**src/rtl/cpu_ctrl_pkg.sv**
```systemverilog
// Shared pipeline-control encodings: hazard FSM states, forwarding selects and
// result_sel codes (also used by the decoder and the ID/EX stage).
package cpu_ctrl_pkg;

    typedef enum logic [1:0] {
        ST_RUN      = 2'd0,
        ST_MEM_WAIT = 2'd1,
        ST_REPLAY   = 2'd2
    } ctrl_state_e;

    localparam logic [1:0] FWD_RF  = 2'b00;
    localparam logic [1:0] FWD_WB  = 2'b01;
    localparam logic [1:0] FWD_MEM = 2'b10;

    localparam logic [1:0] RESULT_SEL_ALU = 2'b00;
    localparam logic [1:0] RESULT_SEL_MEM = 2'b01;
    localparam logic [1:0] RESULT_SEL_PC4 = 2'b10;

    // One bundle of the per-register hold/flush controls.
    typedef struct packed {
        logic stall_pc;
        logic stall_if_id;
        logic stall_id_ex;
        logic stall_ex_mem;
        logic bubble_mem_wb;
        logic flush_if_id;
        logic flush_id_ex;
    } pipe_ctrl_t;

endpackage

```
**src/rtl/forward_sel.sv**
```systemverilog
// EX-stage operand bypass select: the MEM-stage producer wins over the WB-stage
// producer, and register x0 is never bypassed.
module forward_sel
    import cpu_ctrl_pkg::*;
#(
    parameter int REGISTER_ADDR_WIDTH = 5
) (
    input  logic [REGISTER_ADDR_WIDTH-1:0] rs_i,
    input  logic                           reg_write_mem_i,
    input  logic [REGISTER_ADDR_WIDTH-1:0] rd_mem_i,
    input  logic                           reg_write_wb_i,
    input  logic [REGISTER_ADDR_WIDTH-1:0] rd_wb_i,
    output logic [1:0]                     sel_o
);

    logic hit_mem;
    logic hit_wb;

    assign hit_mem = reg_write_mem_i && (rd_mem_i != '0) && (rd_mem_i == rs_i);
    assign hit_wb  = reg_write_wb_i  && (rd_wb_i  != '0) && (rd_wb_i  == rs_i);

    always_comb begin
        sel_o = FWD_RF;
        if (hit_mem) begin
            sel_o = FWD_MEM;
        end else if (hit_wb) begin
            sel_o = FWD_WB;
        end
    end

endmodule

```
**src/rtl/hazard_ctrl_unit.sv**
```systemverilog
// Pipeline hazard controller: stall/flush generation, EX forwarding selects,
// data-memory wait sequencing and stall/flush performance counters.
module hazard_ctrl_unit #(
    parameter int         REGISTER_ADDR_WIDTH = 5,
    parameter int         CNT_WIDTH           = 32,
    parameter logic [1:0] RESULT_SEL_MEM      = cpu_ctrl_pkg::RESULT_SEL_MEM
) (
    input  logic                           cpu_clk,
    input  logic                           cpu_rst_n,
    input  logic [REGISTER_ADDR_WIDTH-1:0] rs1_IF_ID,
    input  logic [REGISTER_ADDR_WIDTH-1:0] rs2_IF_ID,
    input  logic [REGISTER_ADDR_WIDTH-1:0] rs1_ID_EX,
    input  logic [REGISTER_ADDR_WIDTH-1:0] rs2_ID_EX,
    input  logic [REGISTER_ADDR_WIDTH-1:0] rd_ID_EX,
    input  logic [1:0]                     result_sel_ID_EX,
    input  logic                           reg_write_EX_MEM,
    input  logic [REGISTER_ADDR_WIDTH-1:0] rd_EX_MEM,
    input  logic                           reg_write_MEM_WB,
    input  logic [REGISTER_ADDR_WIDTH-1:0] rd_MEM_WB,
    input  logic                           pc_redirect_EX,
    input  logic                           dmem_req_MEM,
    input  logic                           dmem_ready,
    output logic                           stall_PC,
    output logic                           stall_IF_ID,
    output logic                           stall_ID_EX,
    output logic                           stall_EX_MEM,
    output logic                           bubble_MEM_WB,
    output logic                           flush_IF_ID,
    output logic                           flush_ID_EX,
    output logic [1:0]                     forward_a_EX,
    output logic [1:0]                     forward_b_EX,
    output logic [CNT_WIDTH-1:0]           stall_cnt,
    output logic [CNT_WIDTH-1:0]           flush_cnt,
    output logic [1:0]                     state_o
);

    import cpu_ctrl_pkg::ctrl_state_e;
    import cpu_ctrl_pkg::pipe_ctrl_t;
    import cpu_ctrl_pkg::ST_RUN;
    import cpu_ctrl_pkg::ST_MEM_WAIT;
    import cpu_ctrl_pkg::ST_REPLAY;

    ctrl_state_e          state_q;
    ctrl_state_e          state_d;
    logic [CNT_WIDTH-1:0] stall_cnt_q;
    logic [CNT_WIDTH-1:0] stall_cnt_d;
    logic [CNT_WIDTH-1:0] flush_cnt_q;
    logic [CNT_WIDTH-1:0] flush_cnt_d;

    pipe_ctrl_t ctrl;
    logic       mem_pending;
    logic       mem_freeze;
    logic       load_use;

    // Operand A compares rs1_ID_EX, operand B compares rs2_ID_EX.
    logic [REGISTER_ADDR_WIDTH-1:0] rs_ex [2];
    logic [1:0]                     fwd_sel [2];

    assign rs_ex[0] = rs1_ID_EX;
    assign rs_ex[1] = rs2_ID_EX;

    for (genvar gi = 0; gi < 2; gi++) begin : g_fwd
        forward_sel #(
            .REGISTER_ADDR_WIDTH(REGISTER_ADDR_WIDTH)
        ) u_forward_sel (
            .rs_i           (rs_ex[gi]),
            .reg_write_mem_i(reg_write_EX_MEM),
            .rd_mem_i       (rd_EX_MEM),
            .reg_write_wb_i (reg_write_MEM_WB),
            .rd_wb_i        (rd_MEM_WB),
            .sel_o          (fwd_sel[gi])
        );
    end

    assign forward_a_EX = fwd_sel[0];
    assign forward_b_EX = fwd_sel[1];

    assign mem_pending = dmem_req_MEM && !dmem_ready;
    assign mem_freeze  = (state_q == ST_MEM_WAIT) || mem_pending;
    assign load_use    = (result_sel_ID_EX == RESULT_SEL_MEM) && (rd_ID_EX != '0)
                      && ((rd_ID_EX == rs1_IF_ID) || (rd_ID_EX == rs2_IF_ID));

    always_comb begin
        state_d = state_q;
        case (state_q)
            ST_RUN, ST_REPLAY: state_d = mem_pending ? ST_MEM_WAIT : ST_RUN;
            ST_MEM_WAIT:       state_d = dmem_ready ? ST_REPLAY : ST_MEM_WAIT;
            default:           state_d = ST_RUN;
        endcase
    end

    // A frozen pipeline ignores redirect and load-use; the held inputs
    // present them again once the freeze lifts.
    always_comb begin
        ctrl = '0;
        if (mem_freeze) begin
            ctrl.stall_pc      = 1'b1;
            ctrl.stall_if_id   = 1'b1;
            ctrl.stall_id_ex   = 1'b1;
            ctrl.stall_ex_mem  = 1'b1;
            ctrl.bubble_mem_wb = 1'b1;
        end else if (pc_redirect_EX) begin
            ctrl.flush_if_id   = 1'b1;
            ctrl.flush_id_ex   = 1'b1;
        end else if (load_use) begin
            ctrl.stall_pc      = 1'b1;
            ctrl.stall_if_id   = 1'b1;
            ctrl.flush_id_ex   = 1'b1;
        end
    end

    assign stall_PC      = ctrl.stall_pc;
    assign stall_IF_ID   = ctrl.stall_if_id;
    assign stall_ID_EX   = ctrl.stall_id_ex;
    assign stall_EX_MEM  = ctrl.stall_ex_mem;
    assign bubble_MEM_WB = ctrl.bubble_mem_wb;
    assign flush_IF_ID   = ctrl.flush_if_id;
    assign flush_ID_EX   = ctrl.flush_id_ex;

    assign stall_cnt_d = stall_cnt_q + {{(CNT_WIDTH-1){1'b0}}, ctrl.stall_pc};
    assign flush_cnt_d = flush_cnt_q + {{(CNT_WIDTH-1){1'b0}}, ctrl.flush_id_ex};

    always_ff @(posedge cpu_clk) begin
        if (!cpu_rst_n) begin
            state_q     <= ST_RUN;
            stall_cnt_q <= '0;
            flush_cnt_q <= '0;
        end else begin
            state_q     <= state_d;
            stall_cnt_q <= stall_cnt_d;
            flush_cnt_q <= flush_cnt_d;
        end
    end

    assign stall_cnt = stall_cnt_q;
    assign flush_cnt = flush_cnt_q;
    assign state_o   = state_q;

endmodule

```
**config.mk**
```make
export PLATFORM = sky130hd
export DESIGN_NAME = hazard_ctrl_unit
export DESIGN_NICKNAME = d
export VERILOG_FILES = /design/src/rtl/cpu_ctrl_pkg.sv /design/src/rtl/forward_sel.sv /design/src/rtl/hazard_ctrl_unit.sv
export SDC_FILE = /design/constraint.sdc
export NUM_CORES = 1
export LEC_CHECK = 0
export ABC_AREA = 0
export CAP_MARGIN = 30
export CORE_MARGIN = 4
export CORE_UTILIZATION = 30
export DETAILED_ROUTE_END_ITERATION = 7
export PLACE_DENSITY = 0.56
export SYNTH_ARGS = -nofsm -noshare
export SYNTH_HDL_FRONTEND = slang
export SYNTH_SLANG_ARGS = --single-unit
```
**constraint.sdc**
```tcl
create_clock -name cpu_clk -period 8.4 [get_ports cpu_clk]
set_input_delay 1.68 -clock cpu_clk [delete_from_list [all_inputs] [get_ports cpu_clk]]
set_output_delay 1.68 -clock cpu_clk [all_outputs]
set_load 0.005 [all_outputs]
```
==> reports/results.ini <==
[outcome]
status = finished, final reports clean

[clocking]
cts_root_buffer = clkbuf_16
postCtsHoldBufs = 0
clock_path_buffers = 2
cts_resized = 0
path_clk_slew_ns = 0.05
post_cts_buffers = 0
cts.sinks = 66
cts_tree = done
clock_latency_ns = 0.33
cts_buffers = 9
cts-htree-levels = 3

[synthesis]
synth-edff-count = 0
yosysWarnings = 0
synth_ff_type = dfxtp_1
synthArstFlopShare_pct = 0
synth_nets = 461
ys_seq_area_share_pct = 37.8
syn_inst = 413
syn_avg_cell_area_um2 = 8.47
ys_seq_elements = 66
syn_area_um2 = 3500
ys_types = 39

[routing]
vias_per_cell = 5.17
wl_um = 9750
wl_per_cell_um = 14.5
ant_nets = 0
drc = 0
drt-pass1-iter-count = 6
drtIter0Drc = 180
vias = 3482

[setup_path]
worst_ep_required_time_ns = 6.72
r2r_slack_ns = 5.39
worst_r2r_endpoint = stall_cnt[30]
path_class = input pin to output port
worstRegToRegCells = 9
cp-start-kind = input pin
cp_max_fo = 3
crit_arrival_ns = 3.89
cp-end-kind = output port
r2r-start = state_o[0]

[timing]
fin_skew_ns = 0.00538
hold_viol = 0
tns_ns = 0
tightest_slew_ns = 0.680
setup_viol = 0
fin_crit_ns = 5.57
slew_viol_final = 0
timing.fmax_mhz = 179
slew_headroom_pct = 54.6
rsz0062_at_grt = no
fin_crit_sh_pct = 66.4

[pwr]
pwr-share-clk_pct = 52.8
cellLeakagePower_nw = 1.64
intPower_mw = 0.644
switchingPower_mw = 0.167
power_frac_seq_pct = 39.2
vdd_drop_max_mv = 0.0740
combinationalPowerShare_pct = 8.0
p_per_area_nw_per_um2 = 157
p_sw_share_pct = 20.6

[cells_and_area]
final_common_cell = clkdlybuf4s50_1
diodes = 0
final_cell_mix = clkdlybuf4s50_1, dfxtp_1, a21oi_1, xor2_1, nor2_1
final_net_count = 573
drive_gt1_share_pct = 4.53
final_core_util_pct = 45.1
syn2layout_area_growth_pct = 47.1

[die]
fp.dieH_um = 116
coreArea_um2 = 11400
ios = 121
rows = 39
die-area_um2 = 13500
start_util_pct = 30.6
die_width_um = 116

[global_route]
antenna_found_initial = 0
grtUsageTotal_pct = 14.6
grt_pass1_wl_um = 15800
grt_max_degree = 52
gr-total-overflow = 0
grt_pass1_vias = 3356

[flow_run]
maxCapViolCount = 0

[placed_design]
io_buffers = 120
hpwl_um = 7070
finalWeightedCongestion = 0.823

[worst_hold_path]
worstHoldStart = flush_cnt[31]
whs_endpoint = flush_cnt[31]
min_path_type = register to register
holdPathStages = 2

-- how the worst max path moves through the flow --
stage	depth (start not counted)	endpoint	slack, ns	startpoint
3_3_place_gp	6	forward_a_EX[0]	2.88	rd_EX_MEM[0]
6_report	6	forward_b_EX[0]	2.83	rd_EX_MEM[0]
4_1_cts	6	forward_b_EX[0]	2.82	rd_EX_MEM[0]
5_1_grt	6	forward_a_EX[0]	2.65	rd_EX_MEM[0]
2_1_floorplan	4	forward_a_EX[0]	3.93	rd_EX_MEM[0]
3_5_place_dp	6	forward_b_EX[0]	2.82	rd_EX_MEM[0]
-- critical path, cell delays in order --
cell and delay (ns):
clkdlybuf4s50_1 0.47, or4_1 0.55, o21ai_0 0.23, nor4_1 0.11, nor4_1 0.30, clkdlybuf4s50_1 0.55
-- final cells by class --
| cell class | instances | area (um^2) |
|---|---|---|
| flip-flops and latches | 66 | 1320 |
| inverters | 15 | 56.3 |
| clock buffers | 11 | 233 |
| well taps | 143 | 179 |
| fillers | 1188 | 6270 |
| repair buffers | 122 | 1240 |
| multi-input cells | 311 | 2020 |
| clock inverters | 5 | 103 |
-- registers in the layout (all words and copies together), names as in the netlist --
register and flops:
flush_cnt 32, state_o 2, stall_cnt 32
-- cell families after synthesis --
| family | share of synthesized area (%) |
|---|---|
| AOI/OAI and AO/OA | 12.7 |
| xor gates and xnor gates | 13.8 |
| DFF | 37.8 |
| buffers and inverters | 4.54 |
| and+or+nand+nor | 29.2 |
| muxes | 0.572 |
| adders and majority gates | 1.43 |
-- power groups by stage --
stage                     clock network (mW)  registers, mW  logic, mW
after floorplan                            0          0.324     0.0243
after global placement                     0          0.324     0.0639
after detailed placement                   0          0.324     0.0655
after CTS                              0.441          0.317     0.0659
after global routing                   0.456          0.318     0.0713
final                                  0.428          0.317     0.0651
-- per-layer routing --
layer / share of wire [%] / global-route usage (%) / vias up
met4: 1.6 / 5.41 / 0
met5: 0 / 0 / -
met2: 45 / 23.0 / 106
li1: - / - / 1735
met3: 7.3 / 5.48 / 13
met1: 46 / 18.3 / 1628
-- cells in the mapped netlist, types with 8 or more instances --
cell      number  share of area [%]
a21oi_1       35                5.0
and2_1         8                1.4
clkbuf_1      13                1.4
dfxtp_1       66                 38
inv_1         14                1.5
nand2_1       22                2.4
nand3_1       19                2.7
nand4_1       16                2.9
nor2_1        29                3.1
nor3_1        10                1.4
nor4_1        12                2.1
o21ai_0       13                1.9
o31ai_1       24                5.2
or4_1         27                5.8
xnor2_1       22                5.5
xor2_1        33                8.3
-- stage by stage --
stage          hold WS (ns)  cells  cell area, um^2  total power, mW  worst slack (ns)
2_1_floorplan         0.467    413             3500            0.349              3.93
3_3_place_gp          0.459    655             4780            0.388              2.88
3_5_place_dp          0.473    657             4810            0.390              2.82
4_1_cts               0.481    673             5150            0.824              2.82
5_1_grt               0.509    673             5150            0.845              2.65
6_report              0.478    673             5150            0.810              2.83
Note: power is estimated with default switching activity, not from simulation.
